$ cat src/rtl/float_adder_if.sv
// Request/acknowledge bus between the product source and the float adder.
// The master drives operands and start_sig; the adder returns result, done_sig and busy.
interface float_adder_if;
    logic [31:0] A;
    logic [31:0] B;
    logic        sub;
    logic        start_sig;
    logic [31:0] result;
    logic        done_sig;
    logic        busy;

    modport master (output A, B, sub, start_sig, input result, done_sig, busy);
    modport slave  (input A, B, sub, start_sig, output result, done_sig, busy);
endinterface

$ cat src/rtl/float_adder.sv
// Multi-cycle IEEE-754 single-precision adder/subtractor, one operation in flight, fixed latency.
// Define FLOAT_ADDER_ROUND_NEAREST_EN for round-to-nearest-even; otherwise results truncate toward zero.
module float_adder #(
    parameter int EXP_W = 8,
    parameter int MAN_W = 23
) (
    input  logic          clk,
    input  logic          rst_n,
    float_adder_if.slave  bus
);
    localparam int W  = 1 + EXP_W + MAN_W;
    localparam int MW = MAN_W + 1;
    localparam int XW = MW + 3;
    localparam int EW = EXP_W + 2;
    localparam logic [EXP_W-1:0] EXP_ONES = {EXP_W{1'b1}};
    localparam logic [EXP_W-1:0] EXP_ZERO = {EXP_W{1'b0}};
    localparam logic [EXP_W-1:0] DIFF_MAX = EXP_W'(XW - 1);
    localparam logic [EW-1:0]    EXP_ONE  = {{(EW-1){1'b0}}, 1'b1};
    localparam logic [W-1:0]     QNAN     = {1'b0, EXP_ONES, 1'b1, {(MAN_W-1){1'b0}}};

    typedef enum logic [3:0] {
        ST_IDLE, ST_UNPACK, ST_ALIGN, ST_ADD, ST_NORM, ST_ROUND, ST_DONE, ST_WAIT_LOW
    } state_t;

    function automatic logic [4:0] lzc(input logic [XW-1:0] v);
        logic [4:0] n;
        logic       found;
        n     = 5'(XW);
        found = 1'b0;
        for (int i = XW - 1; i >= 0; i--) begin
            if (!found && v[i]) begin
                n     = 5'(XW - 1 - i);
                found = 1'b1;
            end
        end
        return n;
    endfunction

    state_t            state_r;
    logic [W-1:0]      a_r, b_r, result_r, res_r, spec_val_r;
    logic              sub_r, done_r, busy_r, spec_r;
    logic              sa_r, sb_r, sign_big_r, diff_r, zero_r, sign_r;
    logic [EXP_W-1:0]  ea_r, eb_r, exp_big_r;
    logic [MW-1:0]     ma_r, mb_r;
    logic [XW-1:0]     man_big_r, man_small_r, norm_man_r;
    logic [XW:0]       sum_r;
    logic signed [EW-1:0] norm_exp_r;

    logic [EXP_W-1:0]  ea_s, eb_s, exp_big_s, exp_small_s, diff_s;
    logic [MAN_W-1:0]  fa_s, fb_s;
    logic [MW-1:0]     ma_s, mb_s, man_big_s, man_small_s, man_f_s;
    logic              sb_eff_s, a_nan_s, b_nan_s, a_inf_s, b_inf_s, spec_s, a_big_s;
    logic              sign_big_s, sign_small_s, lost_s, zero_s, inc_s;
    logic [W-1:0]      spec_val_s, res_s;
    logic [XW-1:0]     small_ext_s, shifted_s, small_sh_s, norm_man_s;
    logic [XW:0]       sum_s;
    logic [4:0]        lz_s;
    logic [MW:0]       rnd_s;
    logic signed [EW-1:0] exp_base_s, norm_exp_s, exp_f_s;

    assign bus.result   = result_r;
    assign bus.done_sig = done_r;
    assign bus.busy     = busy_r;

    // Unpack: field split, denormal flush and special-operand classification
    always_comb begin
        ea_s     = a_r[W-2 -: EXP_W];
        eb_s     = b_r[W-2 -: EXP_W];
        fa_s     = a_r[MAN_W-1:0];
        fb_s     = b_r[MAN_W-1:0];
        sb_eff_s = b_r[W-1] ^ sub_r;
        a_nan_s  = (ea_s == EXP_ONES) && (fa_s != {MAN_W{1'b0}});
        b_nan_s  = (eb_s == EXP_ONES) && (fb_s != {MAN_W{1'b0}});
        a_inf_s  = (ea_s == EXP_ONES) && (fa_s == {MAN_W{1'b0}});
        b_inf_s  = (eb_s == EXP_ONES) && (fb_s == {MAN_W{1'b0}});
        ma_s     = (ea_s == EXP_ZERO) ? {MW{1'b0}} : {1'b1, fa_s};
        mb_s     = (eb_s == EXP_ZERO) ? {MW{1'b0}} : {1'b1, fb_s};
        spec_s     = 1'b1;
        spec_val_s = QNAN;
        if (a_nan_s || b_nan_s || (a_inf_s && b_inf_s && (a_r[W-1] != sb_eff_s))) begin
            spec_val_s = QNAN;
        end else if (a_inf_s) begin
            spec_val_s = {a_r[W-1], EXP_ONES, {MAN_W{1'b0}}};
        end else if (b_inf_s) begin
            spec_val_s = {sb_eff_s, EXP_ONES, {MAN_W{1'b0}}};
        end else begin
            spec_s     = 1'b0;
            spec_val_s = {W{1'b0}};
        end
    end

    // Align: order by magnitude, then shift the small mantissa with sticky collection
    always_comb begin
        a_big_s = {ea_r, ma_r} >= {eb_r, mb_r};
        if (a_big_s) begin
            exp_big_s = ea_r; man_big_s = ma_r; sign_big_s = sa_r;
            exp_small_s = eb_r; man_small_s = mb_r; sign_small_s = sb_r;
        end else begin
            exp_big_s = eb_r; man_big_s = mb_r; sign_big_s = sb_r;
            exp_small_s = ea_r; man_small_s = ma_r; sign_small_s = sa_r;
        end
        diff_s      = exp_big_s - exp_small_s;
        small_ext_s = {man_small_s, 3'b000};
        shifted_s   = small_ext_s >> diff_s;
        lost_s      = |(small_ext_s & ~({XW{1'b1}} << diff_s));
        if (diff_s >= DIFF_MAX) begin
            small_sh_s = {{(XW-1){1'b0}}, |man_small_s};
        end else begin
            small_sh_s = {shifted_s[XW-1:1], shifted_s[0] | lost_s};
        end
    end

    // Add/subtract magnitudes; the big operand always dominates so no negative result
    always_comb begin
        if (diff_r) begin
            sum_s = {1'b0, man_big_r} - {1'b0, man_small_r};
        end else begin
            sum_s = {1'b0, man_big_r} + {1'b0, man_small_r};
        end
    end

    // Normalise: carry shifts right keeping sticky, otherwise left by leading-zero count
    always_comb begin
        lz_s       = lzc(sum_r[XW-1:0]);
        exp_base_s = {2'b00, exp_big_r};
        zero_s     = 1'b0;
        if (sum_r[XW]) begin
            norm_man_s = {sum_r[XW:2], sum_r[1] | sum_r[0]};
            norm_exp_s = exp_base_s + EXP_ONE;
        end else if (sum_r[XW-1:0] == {XW{1'b0}}) begin
            norm_man_s = {XW{1'b0}};
            norm_exp_s = {EW{1'b0}};
            zero_s     = 1'b1;
        end else begin
            norm_man_s = sum_r[XW-1:0] << lz_s;
            norm_exp_s = exp_base_s - {{(EW-5){1'b0}}, lz_s};
        end
    end

    // Round, renormalise on mantissa overflow and clamp to Inf or zero
    always_comb begin
`ifdef FLOAT_ADDER_ROUND_NEAREST_EN
        inc_s = norm_man_r[2] & (norm_man_r[1] | norm_man_r[0] | norm_man_r[3]);
`else
        inc_s = 1'b0;
`endif
        rnd_s = {1'b0, norm_man_r[XW-1:3]} + {{MW{1'b0}}, inc_s};
        if (rnd_s[MW]) begin
            man_f_s = rnd_s[MW:1];
            exp_f_s = norm_exp_r + EXP_ONE;
        end else begin
            man_f_s = rnd_s[MW-1:0];
            exp_f_s = norm_exp_r;
        end
        if (spec_r) begin
            res_s = spec_val_r;
        end else if (zero_r || (exp_f_s <= $signed({EW{1'b0}}))) begin
            res_s = {sign_r, {(W-1){1'b0}}};
        end else if (exp_f_s >= $signed({2'b00, EXP_ONES})) begin
            res_s = {sign_r, EXP_ONES, {MAN_W{1'b0}}};
        end else begin
            res_s = {sign_r, exp_f_s[EXP_W-1:0], man_f_s[MAN_W-1:0]};
        end
    end

    // Control FSM and stage registers; each stage register updates only in its own state
    always_ff @(posedge clk or negedge rst_n) begin
        if (!rst_n) begin
            state_r <= ST_IDLE;
            a_r <= {W{1'b0}}; b_r <= {W{1'b0}}; sub_r <= 1'b0;
            sa_r <= 1'b0; sb_r <= 1'b0; ea_r <= EXP_ZERO; eb_r <= EXP_ZERO;
            ma_r <= {MW{1'b0}}; mb_r <= {MW{1'b0}};
            spec_r <= 1'b0; spec_val_r <= {W{1'b0}};
            sign_big_r <= 1'b0; diff_r <= 1'b0; exp_big_r <= EXP_ZERO;
            man_big_r <= {XW{1'b0}}; man_small_r <= {XW{1'b0}};
            sum_r <= {(XW+1){1'b0}};
            norm_man_r <= {XW{1'b0}}; norm_exp_r <= {EW{1'b0}};
            zero_r <= 1'b0; sign_r <= 1'b0;
            res_r <= {W{1'b0}}; result_r <= {W{1'b0}};
            done_r <= 1'b0; busy_r <= 1'b0;
        end else begin
            done_r <= 1'b0;
            case (state_r)
                ST_IDLE: begin
                    if (bus.start_sig) begin
                        a_r     <= bus.A;
                        b_r     <= bus.B;
                        sub_r   <= bus.sub;
                        busy_r  <= 1'b1;
                        state_r <= ST_UNPACK;
                    end
                end
                ST_UNPACK: begin
                    sa_r <= a_r[W-1]; sb_r <= sb_eff_s;
                    ea_r <= (ma_s == {MW{1'b0}}) ? EXP_ZERO : ea_s;
                    eb_r <= (mb_s == {MW{1'b0}}) ? EXP_ZERO : eb_s;
                    ma_r <= ma_s; mb_r <= mb_s;
                    spec_r <= spec_s; spec_val_r <= spec_val_s;
                    state_r <= ST_ALIGN;
                end
                ST_ALIGN: begin
                    sign_big_r  <= sign_big_s;
                    diff_r      <= sign_big_s ^ sign_small_s;
                    exp_big_r   <= exp_big_s;
                    man_big_r   <= {man_big_s, 3'b000};
                    man_small_r <= small_sh_s;
                    state_r     <= ST_ADD;
                end
                ST_ADD: begin
                    sum_r   <= sum_s;
                    state_r <= ST_NORM;
                end
                ST_NORM: begin
                    norm_man_r <= norm_man_s;
                    norm_exp_r <= norm_exp_s;
                    zero_r     <= zero_s;
                    // An exact cancellation of opposite signs is +0
                    sign_r     <= (zero_s && diff_r) ? 1'b0 : sign_big_r;
                    state_r    <= ST_ROUND;
                end
                ST_ROUND: begin
                    res_r   <= res_s;
                    state_r <= ST_DONE;
                end
                ST_DONE: begin
                    result_r <= res_r;
                    done_r   <= 1'b1;
                    state_r  <= ST_WAIT_LOW;
                end
                ST_WAIT_LOW: begin
                    if (!bus.start_sig) begin
                        busy_r  <= 1'b0;
                        state_r <= ST_IDLE;
                    end
                end
                default: begin
                    busy_r  <= 1'b0;
                    state_r <= ST_IDLE;
                end
            endcase
        end
    end
endmodule

$ cat src/flat_wrapper.sv
// flat-port wrapper written by rule: the top's interface ports become plain ports
module float_adder_flat 
#(
    parameter int EXP_W = 8,
    parameter int MAN_W = 23
)
  (clk, rst_n, bus_A, bus_B, bus_sub, bus_start_sig, bus_result, bus_done_sig, bus_busy);
  float_adder_if bus_i ();
  input  logic clk;
  input  logic rst_n;
  input wire logic [$bits(bus_i.A)-1:0] bus_A;
  input wire logic [$bits(bus_i.B)-1:0] bus_B;
  input wire logic [$bits(bus_i.sub)-1:0] bus_sub;
  input wire logic [$bits(bus_i.start_sig)-1:0] bus_start_sig;
  output wire logic [$bits(bus_i.result)-1:0] bus_result;
  output wire logic [$bits(bus_i.done_sig)-1:0] bus_done_sig;
  output wire logic [$bits(bus_i.busy)-1:0] bus_busy;
  assign bus_i.A = bus_A;
  assign bus_i.B = bus_B;
  assign bus_i.sub = bus_sub;
  assign bus_i.start_sig = bus_start_sig;
  assign bus_result = bus_i.result;
  assign bus_done_sig = bus_i.done_sig;
  assign bus_busy = bus_i.busy;
  float_adder #(.EXP_W(EXP_W), .MAN_W(MAN_W)) u_core (.clk(clk), .rst_n(rst_n), .bus(bus_i));
endmodule
$ cat config.mk
export PLATFORM = sky130hd
export DESIGN_NAME = float_adder_flat
export DESIGN_NICKNAME = d
export VERILOG_FILES = /design/src/rtl/float_adder_if.sv /design/src/rtl/float_adder.sv /design/src/flat_wrapper.sv
export SDC_FILE = /design/constraint.sdc
export NUM_CORES = 1
export LEC_CHECK = 0
export BUFFER_PORTS_ARGS = -buffer_cell sky130_fd_sc_hd__buf_4
export CAP_MARGIN = 30
export CORE_MARGIN = 8
export CORE_UTILIZATION = 57
export DETAILED_ROUTE_END_ITERATION = 7
export PLACE_DENSITY = 0.73
export REMOVE_ABC_BUFFERS = 1
export SYNTH_ARGS = -nofsm -noshare
export SYNTH_HDL_FRONTEND = slang
export SYNTH_SLANG_ARGS = --single-unit
$ cat constraint.sdc
create_clock -name clk -period 15.3 [get_ports clk]
set_input_delay 0.765 -clock clk [delete_from_list [all_inputs] [get_ports clk]]
set_output_delay 0.765 -clock clk [all_outputs]
set_load 0.01 [all_outputs]
==> out/qor.yml, run 1 <==
io_buffers: 101
firstDrtPassIters: 6
post_cts_buffers: 0
cp_max_fo: 47
clock_tree.root_cell: "clkbuf_16"
async_flop_share_pct: 100.0
vias: 16650
finalSetupTns_ns: 0
hold_viol: 0
avgSynthCellArea_um2: 9.254
drc_errors: 0
drv_cap: 0
min_path_type: "in2async"
clkSlewWorstSetupHoldPaths_ns: 0.06
grt_max_degree: 120
ys_types: 87
antenna_cells: 0
core_mm2: 0.03454
cts_tree: "built"
yosysWarnings: 0
synth.area.top_cells: "dfrtp_1, mux2i_1, mux2_2"
grt_pass1_vias: 16520
std_cell_rows: 68
end_kind: "register"
die_x_um: 203.2
area_delta_synth_final_pct: 11.38
synth_edf_count: 0
period_share_pct: 38.18
nets: 2364
yosys_register_bits: 327
start_util_pct: 57.84
first_iter_violations: 1231
clock_sinks: 327
cts_resized: 0
synth_flop_cell: "dfrtp_1"
slew-limit-headroom_pct: 35.93
outcome: "complete, no violations"
synth_top_area_share_pct: 40.95
final-max-slew-violation-count: 0
antenna_found_initial: 0
wirelength_um: 55390
grt_first_pass_wirelength_um: 89600
synth_area_leader_cell: "dfrtp_1"
yosysSeqAreaShare_pct: 40.95
fin_crit_ns: 5.842
netlist_area_mm2: 0.01998
timing.critical_path.from_type: "register"
die-area_mm2: 0.04130
rsz0062_at_grt: "false"
grtUsageTotal_pct: 26.62
htreeDepth: 2
fmax_mhz: 171.2
globalRoute.totalOverflow: 0
die_h_um: 203.2
synthCells: 2159
worst_pin_slew_ns: 0.9564
clock_path_buffers: 3
setup_viol: 0
dp_hpwl_um: 40730
hold_buffers: 0
ios: 102
finClkSkew_ns: 0.02415
cts_made_buffers: 36
clock_latency_ns: 0.56
cp.required_ns: 15.78
place_congestion: 0.9045
post_drt_wl_per_cell_um: 20.67
viasPerCell: 6.213
cp.arrival_ns: 6.32
drive_above_1_share_pct: 15.24
path_class: "reg2reg"
antenna_left: 0
-- Yosys cell counts (5+ instances only) --
cell	instances
o221ai_1	9
o21a_1	11
a22o_1	55
nor2b_1	7
clkbuf_1	96
ha_1	92
a211oi_1	26
dfrtp_1	327
a221oi_1	8
o311ai_0	7
a31oi_1	54
xnor2_1	27
a221o_1	5
inv_1	104
buf_1	13
and3_1	18
nor3_1	51
or4_1	7
or3_1	10
a21oi_1	112
mux2i_1	127
xor2_1	10
a22oi_1	15
o2111ai_1	5
o21ai_0	164
o22ai_1	16
o31ai_1	6
or2_2	9
nand3_1	24
nand4_1	16
nand2b_1	11
o21bai_1	8
buf_4	5
o211ai_1	10
nand2_1	287
nor4_1	24
a21o_1	22
and2_1	12
buf_2	10
nor2_1	138
mux2_2	109
-- cells by family after synthesis --
kind of cell / share of synthesized area [%]
mux: 12.96
buf+inv: 4.590
simple gates: 14.60
fa+ha+maj: 5.962
compound gates: 19.24
xor+xnor: 1.703
flops: 40.95
-- final timing paths --
kind / startpoint / endpoint / cells past startpoint / slack [ns]
hold reg to reg: u_core.norm_man_r[13] / u_core.norm_man_r[13] / 2 / 0.48
hold / removal: rst_n / u_core.bus.result[22] / 1 / 0.24
min in group clk: bus_A[10] / u_core.a_r[10] / 2 / 0.44
max in group asynchronous: rst_n / u_core.b_r[1] / 5 / 12.27
setup / recovery: u_core.mb_r[10] / u_core.man_small_r[5] / 19 / 9.46
setup reg to reg: u_core.mb_r[10] / u_core.man_small_r[5] / 19 / 9.46
-- layout by cell type, fill, tap and decap left out, drive strengths merged, types with 47 or more instances in the layout --
cell    netlist  routed
dfrtp       327     327
nand2       290     290
o21ai       167     167
nor2        140     140
buf          30     131
mux2i       127     127
a21oi       113     113
mux2        109     109
inv         105     107
ha           92      92
a22o         55      55
a31oi        54      54
nor3         51      51
clkbuf       96      47
-- sequential cells by signal, summed over array words and instances, names as in the netlist, 3 cells and up --
name	count
u_core.res_r	32
u_core.man_big_r	24
u_core.norm_man_r	23
u_core.ea_r	8
u_core.norm_exp_r	10
u_core.bus.result	32
u_core.sum_r	28
u_core.a_r	32
u_core.man_small_r	27
u_core.mb_r	24
u_core.ma_r	24
u_core.eb_r	8
u_core.state_r	3
u_core.spec_val_r	3
u_core.exp_big_r	8
u_core.b_r	32
-- through the flow --
step / utilization [%] / worst slack, ns / instances / hold WS (ns) / cell area (µm²)
finish: 64.42 / 9.458 / 2680 / 0.2426 / 22250
global route: 64.42 / 9.110 / 2680 / 0.3548 / 22250
CTS: 64.34 / 9.548 / 2679 / 0.3003 / 22230
detailed placement: 61.03 / 9.588 / 2618 / 0.4712 / 21080
global placement: 60.89 / 9.658 / 2615 / 0.4618 / 21030
floorplan: - / 9.155 / 2033 / 0.4460 / 19460
-- critical path: stages (launching register included) --
cell and delay, ns:
dfrtp_1 0.38, inv_1 0.09, ha_1 0.33, and3_1 0.17
o21ai_0 0.29, o311ai_0 0.28, buf_4 0.21, o21ai_1 0.56
nand2_1 0.10, buf_4 0.31, nor2_1 0.16, nor2_1 0.06
ha_1 0.20, o311ai_1 0.45, nand3_1 0.23, xnor2_2 0.78
or3_1 0.23, nand4_1 0.34, nor2_1 0.37, a221o_1 0.19
-- per-layer routing --
layer	wire [µm]	part of all wire [%]	track usage [%]	up-vias
met4	2012	3.6	11.11	0
met5	0	0	0	-
met1	23700	43	34.44	8111
met3	2682	4.8	3.316	113
met2	26990	49	44.79	504
li1	-	-	-	7922
-- area by class of cell --
class | instances | area [µm²]
Clock inverter | 14 | 140.1
Multi-Input combinational cell | 1600 | 10920
Timing Repair Buffer | 131 | 1039
Clock buffer | 47 | 1003
Inverter | 106 | 397.9
Tap cell | 455 | 569.3
Sequential cell | 327 | 8183
Fill cell | 2950 | 12290
Power of run 1 is not shown: default switching activity piles up to over one toggle a cycle in this logic, so the estimate is an artifact.
==> run 2, diff against run 1 <==
clock period = 6.1 ns   (was 15.3 ns; I/O delays follow)
==> out/qor.yml, run 2 (synthesis results as in run 1) <==
globalRoute.totalOverflow: 0  # unchanged
holdWs_ns: 0.01803  # -0.2246 ns
hold_viol: 0  # unchanged
hold_path_end: "u_core.b_r[17]"
io_buffers: 101  # unchanged
std_cell_rows: 68  # unchanged
finalSetupTns_ns: 0  # unchanged
cts_resized: 0  # unchanged
die_x_um: 203.2  # unchanged
rsz0062_at_grt: "false"
ios: 102  # unchanged
clock_latency_ns: 0.55  # about the same
drive_above_1_share_pct: 15.16  # -0.073 points
final-max-slew-violation-count: 0  # unchanged
vias: 16970  # +1.9%
antenna_cells: 0  # unchanged
crit_path_max_incr_delay_ns: 0.52  # -0.26 ns
min_path_type: "in2reg"
clkSlewWorstSetupHoldPaths_ns: 0.06  # about the same
grtUsageTotal_pct: 27.20  # +0.58 points
cp_max_fo: 63  # +34%
start_util_pct: 57.84  # unchanged
timing.critical_path.from_type: "register"
grt_first_pass_wirelength_um: 91760  # +2.4%
outcome: "complete, no violations"
cts_tree: "built"
drv_cap: 0  # unchanged
place_congestion: 0.9684  # +7.1%
clock_sinks: 327  # unchanged
dp_hpwl_um: 40810  # +0.19%
rrSetupSlack_ns: 0.79  # -8.66 ns
first_iter_violations: 1122  # -8.9%
fin_util_pct: 66.52  # +2.1 points
fin_crit_ns: 5.306  # -0.5360 ns
antenna_found_initial: 0  # unchanged
core_mm2: 0.03454  # unchanged
fmax_mhz: 188.5  # +10%
wirelength_um: 56660  # +2.3%
post_drt_wl_per_cell_um: 20.60  # -0.30%
hold_path.startpoint: "bus_B[17]"
layout_commonest_cell: "dfrtp_1"
timing.rr.end: "u_core.man_small_r[0]"
clock_path_buffers: 3  # unchanged
drc_errors: 0  # unchanged
nFillCells: 2778  # -5.8%
rr_worst_depth: 15  # -4
finClkSkew_ns: 0.01370  # -0.01044 ns
nets: 2432  # +2.9%
crit_chain: "inv_1 > ha_1 > a41o_1 > a211oi_1 > o311ai_0 > o21a_1 > nor2_4 > buf_12 > mux2i_1 > nand2_1 > or3_1 > or4_1 > o41ai_1 > and3_1 > a31oi_1"
cts_made_buffers: 35  # -2.8%
end_kind: "register"
period_share_pct: 86.98  # +49 points
die-area_mm2: 0.04130  # unchanged
cp.arrival_ns: 5.73  # -0.59 ns
mostFrequentLayoutCells: "dfrtp_1, nand2_1, o21ai_0"
viasPerCell: 6.169  # -0.70%
htreeDepth: 2  # unchanged
setup_viol: 0  # unchanged
grt_pass1_vias: 17150  # +3.8%
cp.required_ns: 6.53  # -9.25 ns
grt_max_degree: 129  # +7.5%
die_h_um: 203.2  # unchanged
area_delta_synth_final_pct: 15.00
worst_pin_slew_ns: 1.031  # +0.07435 ns
whs_path_depth: 2
firstDrtPassIters: 5  # -1
r2r_start: "u_core.mb_r[15]"
path_class: "reg2reg"
clock_tree.root_cell: "clkbuf_16"
slew-limit-headroom_pct: 30.41  # -5.5 points
slowest_stage: "or4_1"
antenna_left: 0  # unchanged
==> run 2: cell count changes in the layout (fill, tap and decap cells not counted), moves of 2 or more <==
cell / change
buf_12: +3
buf_4: +2
clkbuf_1: -3
clkbuf_16: -2
clkbuf_8: +3
clkinv_2: +2
clkinv_4: -2
dlygate4sd3_1: +64
inv_6: +3
==> run 2: stage by stage <==
step                      setup slack (ns)  instances  instance area, µm²
after global routing                0.5481       2750               22980
after detailed placement            0.7657       2623               21150
after CTS                           0.7289       2749               22950
after floorplan                   -0.04466       2033               19460
after global placement              0.6988       2618               21070
final                               0.7941       2750               22980
==> run 2: final cells by class <==
type                    count  area (µm²)  area share [%]
clock buffers              45       983.4           4.280
clock inverters            17       181.4          0.7895
inverters                 106       397.9           1.732
multi-input cells        1600       10920           47.53
flip-flops and latches    327        8183           35.61
well taps                 455       569.3           2.478
repair buffers            200        1742           7.580
==> run 2: worst max-delay path by stage <==
stage                    start                     to  slack (ns)  cells after the start
6_report       u_core.mb_r[15]  u_core.man_small_r[0]        0.79                     15
5_1_grt         u_core.eb_r[3]  u_core.man_small_r[3]        0.55                     17
4_1_cts        u_core.mb_r[15]  u_core.man_small_r[0]        0.73                     15
3_5_place_dp   u_core.mb_r[15]  u_core.man_small_r[0]        0.77                     15
3_3_place_gp   u_core.mb_r[15]  u_core.man_small_r[0]        0.70                     15
2_1_floorplan   u_core.eb_r[0]  u_core.man_small_r[0]       -0.04                     14
==> run 2: what timing repair did <==
action	CTS	global route
endpoints found under the hold margin	187	0
hold buffers	64	0
endpoints found under the setup margin	0	0
setup buffers	0	0
==> run 2: layer usage <==
| metal | global-route usage (%) | up-vias | part of all wire [%] |
|---|---|---|---|
| li1 | - | 8048 | - |
| met1 | 34.64 | 8252 | 43 |
| met2 | 46.25 | 535 | 49 |
| met3 | 3.427 | 130 | 4.9 |
| met4 | 11.68 | 0 | 3.8 |
| met5 | 0 | - | 0 |
==> run 2: critical path: cells and delay by family (launching register included) <==
kind	cells	cell delay, ns
and+or+nand+nor	5	1.55
buffers and inverters	2	0.40
adders and majority gates	1	0.34
AOI/OAI and AO/OA	6	2.06
DFF	1	0.37
muxes	1	0.42
Power of run 2 is left out for the same reason.
